<file path="src/rtl/arashi_stream_cache.sv">
// Multi-thread write staging cache: per-thread FIFOs drained one entry/cycle by an arbiter.
// Write-to-out_valid latency is two edges; the output stage holds while out_valid && !out_ready.
module arashi_stream_cache #(
  parameter int DATA_WIDTH       = 32,
  parameter int THREAD_NUM_WIDTH = 2,
  parameter int DEPTH_WIDTH      = 2,
  parameter int ID_WIDTH         = 1,
  parameter int ARB_MODE         = 0
) (
  input  logic                                           clk,
  input  logic                                           rstn,
  input  logic                                           flush,
  input  logic [(1<<THREAD_NUM_WIDTH)-1:0]               w_valid,
  input  logic [ID_WIDTH*(1<<THREAD_NUM_WIDTH)-1:0]      w_id,
  input  logic [DATA_WIDTH*(1<<THREAD_NUM_WIDTH)-1:0]    data_in,
  output logic [(1<<THREAD_NUM_WIDTH)-1:0]               w_ready,
  input  logic                                           out_ready,
  output logic                                           out_valid,
  output logic [DATA_WIDTH-1:0]                          data_out,
  output logic [ID_WIDTH-1:0]                            id_out,
  output logic [THREAD_NUM_WIDTH-1:0]                    thread_out,
  output logic [(1<<THREAD_NUM_WIDTH)-1:0]               empty
);
  localparam int TN    = 1 << THREAD_NUM_WIDTH;
  localparam int DEPTH = 1 << DEPTH_WIDTH;
  localparam int TW    = THREAD_NUM_WIDTH;
  localparam int CW    = DEPTH_WIDTH + 1;
  localparam int EW    = DATA_WIDTH + ID_WIDTH;

  logic [EW-1:0]          r_mem  [TN][DEPTH];
  logic [DEPTH_WIDTH-1:0] r_wptr [TN];
  logic [DEPTH_WIDTH-1:0] r_rptr [TN];
  logic [CW-1:0]          r_cnt  [TN];
  // Holds the thread where the next round-robin search begins (last grant + 1).
  logic [TW-1:0]          r_rr;

  logic [TN-1:0] w_push;
  logic [TN-1:0] w_pop;
  logic          w_load;
  logic          w_gnt_vld;
  logic          w_pop_any;
  logic [TW-1:0] w_gnt;
  logic [EW-1:0] w_head;

  always_comb begin
    for (int i = 0; i < TN; i++) begin
      empty[i]   = (r_cnt[i] == '0);
      w_ready[i] = (r_cnt[i] != CW'(DEPTH)) && !flush;
      w_push[i]  = w_valid[i] && w_ready[i];
    end
  end

  always_comb begin
    logic [TW-1:0] idx;
    idx       = '0;
    w_gnt_vld = 1'b0;
    w_gnt     = '0;
    // Scan from the far end so the candidate closest to the search start wins.
    for (int k = TN - 1; k >= 0; k--) begin
      idx = (ARB_MODE == 1) ? TW'(k) : r_rr + TW'(k);
      if (!empty[idx]) begin
        w_gnt_vld = 1'b1;
        w_gnt     = idx;
      end
    end
  end

  assign w_load    = !out_valid || out_ready;
  assign w_pop_any = w_load && w_gnt_vld && !flush;
  assign w_head    = r_mem[w_gnt][r_rptr[w_gnt]];

  always_comb begin
    for (int i = 0; i < TN; i++) begin
      w_pop[i] = w_pop_any && (w_gnt == TW'(i));
    end
  end

  always_ff @(posedge clk or negedge rstn) begin
    if (!rstn) begin
      for (int i = 0; i < TN; i++) begin
        r_wptr[i] <= '0;
        r_rptr[i] <= '0;
        r_cnt[i]  <= '0;
      end
    end else if (flush) begin
      for (int i = 0; i < TN; i++) begin
        r_wptr[i] <= '0;
        r_rptr[i] <= '0;
        r_cnt[i]  <= '0;
      end
    end else begin
      for (int i = 0; i < TN; i++) begin
        if (w_push[i]) r_wptr[i] <= r_wptr[i] + 1'b1;
        if (w_pop[i])  r_rptr[i] <= r_rptr[i] + 1'b1;
        r_cnt[i] <= r_cnt[i] + CW'(w_push[i]) - CW'(w_pop[i]);
      end
    end
  end

  always_ff @(posedge clk) begin
    for (int i = 0; i < TN; i++) begin
      if (w_push[i]) begin
        r_mem[i][r_wptr[i]] <= {w_id[ID_WIDTH*i +: ID_WIDTH], data_in[DATA_WIDTH*i +: DATA_WIDTH]};
      end
    end
  end

  always_ff @(posedge clk or negedge rstn) begin
    if (!rstn) begin
      out_valid  <= 1'b0;
      data_out   <= '0;
      id_out     <= '0;
      thread_out <= '0;
      r_rr       <= '0;
    end else if (flush) begin
      out_valid <= 1'b0;
      r_rr      <= '0;
    end else if (w_load) begin
      out_valid <= w_gnt_vld;
      if (w_gnt_vld) begin
        data_out   <= w_head[DATA_WIDTH-1:0];
        id_out     <= w_head[EW-1:DATA_WIDTH];
        thread_out <= w_gnt;
        if (ARB_MODE == 0) r_rr <= w_gnt + TW'(1);
      end
    end
  end

endmodule

</file>
<file path="config.mk">
export PLATFORM = sky130hd
export DESIGN_NAME = arashi_stream_cache
export DESIGN_NICKNAME = d
export VERILOG_FILES = /design/src/rtl/arashi_stream_cache.sv
export SDC_FILE = /design/constraint.sdc
export NUM_CORES = 1
export LEC_CHECK = 0
export CORE_UTILIZATION = 45
export DETAILED_ROUTE_END_ITERATION = 8
export GPL_ROUTABILITY_DRIVEN = 0
export PLACE_DENSITY = 0.67
export SYNTH_ARGS = -nofsm -noshare
export SYNTH_HDL_FRONTEND = slang
export SYNTH_SLANG_ARGS = --single-unit
export TNS_END_PERCENT = 10
</file>
<file path="constraint.sdc">
create_clock -name clk -period 3.4 [get_ports clk]
set_input_delay 0.34 -clock clk [delete_from_list [all_inputs] [get_ports clk]]
set_output_delay 0.34 -clock clk [all_outputs]
set_load 0.01 [all_outputs]
</file>
==> results of run 1 <==
cells in the mapped netlist, drive strengths merged:
cell    count  area share (%)
o31a        1           0.036
or2         1           0.026
xor2        7            0.25
o32a        1           0.042
dfrtp      66             6.9
a31oi      99             2.6
edfxtp    528              66
o21ai       6            0.12
a21oi     138             2.9
o22ai       1           0.026
nor2       53            0.83
nor2b       8            0.21
o21a        1           0.031
nand2     277             4.3
a221oi     33             1.2
nand3     134             2.8
o31ai       4            0.12
a211oi     35             1.8
nor3b       1           0.052
buf        88             2.2
xnor2       9            0.33
a211o       1           0.036
o32ai       2            0.10
fa          4            0.33
or4         1           0.031
a22oi      34             1.1
a41oi       1           0.036
or3         5            0.13
mux2i       2           0.083
inv        25            0.39
and2        5            0.14
nand2b      1           0.026
a311oi     34             1.2
nand4       2           0.052
a32oi       1           0.068
ha         24             1.2
mux2        1           0.047
nor3        7            0.28
clkbuf     44            0.69
and3       49             1.3
final cells by class:
type	count	area [um^2]	area share, %
Sequential cell	594	17500	60.7
Multi-Input combinational cell	983	5820	20.2
Timing Repair Buffer	241	2680	9.28
Clock buffer	79	1590	5.52
Tap cell	688	861	2.99
Clock inverter	27	283	0.981
Inverter	25	93.8	0.325
Antenna cell	2	5.00	0.0174
layer usage:
metal	global-route usage, %	vias to the layer above	part of all wire (%)
met1	32.6	7844	41
met2	39.6	771	48
met5	0	-	0.092
li1	-	6927	-
met4	9.29	10	3.4
met3	3.43	150	7.7
registers in the layout, summed over array words and instances (netlist names):
register / count
r_cnt: 12
data_out: 32
id_out: 1
r_rptr: 8
thread_out: 2
out_valid: 1
r_mem: 528
r_rr: 2
r_wptr: 8
worst max-delay path: stages (launching register included):
cell	delay (ns)
sky130_fd_sc_hd__dfrtp_1	0.40
sky130_fd_sc_hd__or3_1	0.48
sky130_fd_sc_hd__o22ai_1	0.36
sky130_fd_sc_hd__a211oi_4	0.12
sky130_fd_sc_hd__buf_12	0.17
sky130_fd_sc_hd__buf_4	0.16
sky130_fd_sc_hd__a21oi_4	0.16
sky130_fd_sc_hd__a22oi_4	0.10
sky130_fd_sc_hd__buf_12	0.18
sky130_fd_sc_hd__buf_12	0.18
sky130_fd_sc_hd__a221oi_1	0.31
sky130_fd_sc_hd__a211oi_2	0.09
sky130_fd_sc_hd__a311oi_1	0.29
power groups by stage:
stage | combinational (mW) | sequential [mW] | clock (mW)
after floorplan | 10.9 | 9.21 | 0
after global placement | 14.9 | 9.23 | 0
after detailed placement | 15.2 | 9.25 | 0
after CTS | 15.3 | 9.11 | 6.42
after global routing | 17.0 | 9.16 | 6.67
final | 15.6 | 9.11 | 6.32
final timing paths:
path,slack (ns),endpoint,depth (start not counted),startpoint
worst max register to register,0.28,data_out[28],12,r_cnt[0]
worst min-delay path,0.22,r_cnt[3],2,rstn
max in group asynchronous,2.33,data_out[6],3,rstn
worst max-delay path,0.28,data_out[28],12,r_cnt[0]
min in group clk,0.37,r_mem[1][120],1,data_in[53]
worst min register to register,0.52,thread_out[0],2,thread_out[0]
cell families (layout without fill, tap and decap cells):
logic type,count (synthesis),after routing,synth area share (%)
DFF,594,594,72.8
and+or+nand+nor,544,544,10.2
AOI/OAI and AO/OA,392,392,11.5
buffers and inverters,157,372,3.27
adders and majority gates,28,28,1.58
xor gates and xnor gates,16,16,0.583
muxes,3,3,0.130
other,0,2,0
per-stage QoR:
stage	hold slack, ns	utilization [%]
finish	0.218	54.8
global route	0.244	54.8
CTS	0.217	54.7
detailed placement	0.308	51.1
global placement	0.307	51.1
floorplan	0.0444	-
repair_timing:
item	CTS	global route
hold endpoints to repair	22	0
hold buffers	1	0
gates resized for setup	0	1
setup buffers	0	3
endpoints found under the setup margin	0	6
==> flow_summary.yaml, run 1 <==
setup_path:
  path_max_fanout: 25
  critPathRequiredTime_ns: 3.90
  worst-setup-path-type: "reg -> reg"
  critPathLaunchType: "flop"
  critical_path.endpoint_type: "flop"
  worst_path_arrival_time_ns: 3.62
placed_design:
  detailedPlace.worstSlack_ns: 0.132
  hpwl_um: 36400
  portBuffers: 183
  placedCellCount: 2526
  dpl-instance-area_mm2: 0.0269
timing:
  setup_viol_count_final: 0
  post-route-min-period_ns: 3.12
  timing_worst_slew_pin_value_ns: 0.682
  achievable-frequency_ghz: 0.321
  hold_violations: 0
  finalWorstSetupSlack_ns: 0.283
  period_share_pct: 91.7
  slew_viol_final: 0
  slew-limit-headroom_pct: 54.5
  setup_total_negative_slack_ns: 0
  clock_skew_ns: 0.0171
  grt_setup_unrepaired: "no"
layout:
  final_layout_size_suffix_gt1_share_pct: 10.5
  most_common_library_cell_in_the_layout_ignoring_fill_and_taps: "sky130_fd_sc_hd__edfxtp_1"
  areaGrowthSynthToFinish_pct: 19.9
  layout.cells.most_common_list: "sky130_fd_sc_hd__edfxtp_1, sky130_fd_sc_hd__nand2_1, sky130_fd_sc_hd__clkdlybuf4s50_1"
  finish.instance_area_mm2: 0.0288
  final_layout_net_count: 2070
  number_of_filler_instances_in_the_final_layout: 4150
  non_filler_instances: 2639
route:
  via_count_of_the_routed_design: 15702
  avgViaCountPerCell: 5.95
  firstDrtPassIters: 6
  drt-wirelength-per-cell_um: 25.0
  post-route-drc-count: 0
  detail_route.iter0.violations: 1648
  detail_route.wirelength_um: 66000
  final_ant_viol_nets: 0
pwr:
  power.leakage_nw: 10.0
  p_sw_mw: 13.0
  seqPwrFrac_pct: 29.4
  cellPowerDensity_mw_per_mm2: 1080
  p_comb_share_pct: 50.2
  p_int_mw: 18.0
  peakVddDrop_mv: 1.28
  clock_power_share_pct: 20.4
  switching_power_as_a_share_of_total_power_pct: 41.8
  power_mw: 31.0
floorplan:
  num_io_pins: 184
  coreArea_mm2: 0.0527
  num_rows: 84
  die-height_um: 233
  die_width_um: 233
  floorplan.initialDensity_pct: 45.7
  dieArea_mm2: 0.0544
grt:
  grt_start_max_net_pins: 136
  gr-usage-all-layers_pct: 24.2
  grt_antenna_before_repair: 6
  grt_pass1_vias: 15375
  grt_first_pass_wirelength_um: 96300
  globalRouteOverflowTotal: 0
status:
  run_status: "complete, no violations"
clocking:
  number_of_levels_the_h_tree_was_split_into: 2
  worstSkewPairLatency_ns: 0.62
  cts.root.buffer_cell: "sky130_fd_sc_hd__clkbuf_16"
  cts.sink_count: 594
  worst_setup_hold_path_clk_slew_ns: 0.06
  tritoncts: "yes"
  inserted_clock_buffers: 57
  ctsLongestPathBuffers: 3
synth:
  synth.ff_latch_count: 594
  synthesis.nets: 1902
  synth_sequential_area_ratio_pct: 72.8
  ys_warn_count: 0
  synth.avg_cell_area_um2: 13.9
  synth.distinct_cells: 53
  syn-cell-area_mm2: 0.0240
  synthCells: 1734
worst_hold_path:
  worstHoldPathType: "in -> async"
flow_run:
  cap_violations: 0
No activity file was read; power rests on OpenSTA's default activity.
==> run 2: changes to the inputs <==
PLACE_DENSITY = not set   (was 0.67)
PLACE_DENSITY_LB_ADDON = 0.12   (was not set)
==> run 2 against run 1 <==
  * Die area unchanged
  * First-iteration DRC count down 10%
  * Critical endpoint is now r_cnt[4]
  * Register-to-register slack worse by 0.03 ns
  * Hold slack gained 0.13 ns
  * Clock power grew 1%
  * Largest cell class unchanged
  * Largest power group unchanged
  * Count of clock-buffer cells in the layout up 5
  * Wire length rose by 3.1%
==> flow_summary.yaml, run 2 (same netlist as run 1, synthesis figures left out) <==
status:
  run_status: "complete, no violations"
timing:
  achievable-frequency_ghz: 0.318
  slew-limit-headroom_pct: 35.3
  setup_viol_count_final: 0
  post-route-min-period_ns: 3.15
  slew_viol_final: 0
  period_share_pct: 92.6
  hold_violations: 0
  grt_setup_unrepaired: "no"
  timing_worst_slew_pin_value_ns: 0.970
  clock_skew_ns: 0.0212
  setup_total_negative_slack_ns: 0
pwr:
  cellPowerDensity_mw_per_mm2: 1070
  power.leakage_nw: 10.0
  power_mw: 30.9
  peakVddDrop_mv: 1.33
placed_design:
  placedCellCount: 2532
  portBuffers: 183
  hpwl_um: 38600
grt:
  grt_antenna_before_repair: 4
  grt_pass1_vias: 15398
  grt_start_max_net_pins: 122
  grt_first_pass_wirelength_um: 99800
  gr-usage-all-layers_pct: 25.2
  globalRouteOverflowTotal: 0
worst_hold_path:
  worstHoldPathType: "in -> reg"
route:
  firstDrtPassIters: 6
  via_count_of_the_routed_design: 15764
  post-route-drc-count: 0
  drt-wirelength-per-cell_um: 25.7
  final_ant_viol_nets: 0
  avgViaCountPerCell: 5.94
  detail_route.iter0.violations: 1481
  detail_route.wirelength_um: 68100
setup_path:
  path_max_fanout: 30
  worst-setup-path-type: "reg -> reg"
  worst_path_arrival_time_ns: 3.65
  critPathLaunchType: "flop"
  critical_path.endpoint_type: "flop"
  critPathRequiredTime_ns: 3.90
floorplan:
  coreArea_mm2: 0.0527
  die_width_um: 233
  num_io_pins: 184
  die-height_um: 233
  num_rows: 84
  floorplan.initialDensity_pct: 45.7
  dieArea_mm2: 0.0544
layout:
  most_common_library_cell_in_the_layout_ignoring_fill_and_taps: "sky130_fd_sc_hd__edfxtp_1"
  final_layout_net_count: 2079
  layout.cells.most_common_list: "sky130_fd_sc_hd__edfxtp_1, sky130_fd_sc_hd__nand2_1, sky130_fd_sc_hd__clkdlybuf4s50_1"
  areaGrowthSynthToFinish_pct: 19.9
  final_layout_size_suffix_gt1_share_pct: 11.0
  non_filler_instances: 2654
  largest_reg_flops: 528
  number_of_filler_instances_in_the_final_layout: 4363
flow_run:
  cap_violations: 0
clocking:
  ctsLongestPathBuffers: 3
  inserted_clock_buffers: 60
  cts.sink_count: 594
  number_of_levels_the_h_tree_was_split_into: 2
  tritoncts: "yes"
  cts.root.buffer_cell: "sky130_fd_sc_hd__clkbuf_16"
  worstSkewPairLatency_ns: 0.63
  worst_setup_hold_path_clk_slew_ns: 0.06
-- run 2: cell types whose count changed in the layout (fill, tap and decap cells not counted), sizes merged --
| cell | delta |
|---|---|
| clkinv | +4 |
| clkbuf | +4 |
| bufinv | -4 |
| diode | +2 |
| inv | +2 |
| buf | +7 |
-- run 2: through the flow --
stage / hold slack [ns] / instance area (um^2) / setup slack [ns] / utilization, %
after floorplan: 0.0444 / 24100 / 0.140 / -
after global placement: 0.516 / 26900 / 0.345 / 51.0
after detailed placement: 0.522 / 26900 / 0.208 / 51.0
after CTS: 0.313 / 28800 / 0.188 / 54.7
after global routing: 0.334 / 28800 / 0.0211 / 54.7
final: 0.350 / 28800 / 0.252 / 54.8
-- run 2: report_power, final --
part	internal, mW	switching [mW]	leakage [nW]
Clock	3.64	2.75	0.944
Sequential	8.70	0.385	5.60
Combinational	5.45	9.95	3.50
Total	17.8	13.1	10.0
-- run 2: final cells by class --
type | instances | area [um^2] | area share (%)
Multi-Input combinational cell | 983 | 5820 | 20.2
Clock buffer | 84 | 1700 | 5.91
Sequential cell | 594 | 17500 | 60.7
Timing Repair Buffer | 247 | 2640 | 9.15
Clock inverter | 29 | 199 | 0.690
Antenna cell | 4 | 10.0 | 0.0347
Inverter | 25 | 93.8 | 0.325
Tap cell | 688 | 861 | 2.99
-- run 2: critical path, stage by stage (launching register included) --
cell and delay, ns:
sky130_fd_sc_hd__dfrtp_1 0.42, sky130_fd_sc_hd__or3_1 0.47, sky130_fd_sc_hd__o22ai_1 0.36, sky130_fd_sc_hd__a211oi_4 0.16, sky130_fd_sc_hd__buf_4 0.17, sky130_fd_sc_hd__buf_12 0.15, sky130_fd_sc_hd__nor3_2 0.23, sky130_fd_sc_hd__ha_1 0.29
sky130_fd_sc_hd__inv_1 0.06, sky130_fd_sc_hd__ha_1 0.16, sky130_fd_sc_hd__fa_1 0.42, sky130_fd_sc_hd__nor2b_1 0.15
-- run 2: worst paths after layout --
path / startpoint / end / slack, ns / depth (start not counted)
worst max-delay path: r_cnt[1] / r_cnt[4] / 0.25 / 11
worst min-delay path: data_in[45] / r_mem[1][112] / 0.35 / 1
worst max register to register: r_cnt[1] / r_cnt[4] / 0.25 / 11
worst min register to register: thread_out[1] / thread_out[1] / 0.52 / 2
max in group asynchronous: rstn / data_out[25] / 2.22 / 3
min in group asynchronous: rstn / data_out[7] / 0.43 / 2
-- run 2: metal layers --
metal	track usage (%)	share of wire, %	vias to the layer above
li1	-	-	6967
met1	34.1	42	7999
met2	41.1	48	646
met3	3.87	7.1	150
met4	9.15	3.2	2
met5	0	0.019	-
-- run 2: what timing repair did --
| item | in CTS | in global routing |
|---|---|---|
| buffers inserted | 0 | 4 |
| gates resized for setup | 0 | 0 |
| hold buffers | 1 | 0 |
| endpoints found under the setup margin | 0 | 5 |
| endpoints found under the hold margin | 54 | 0 |
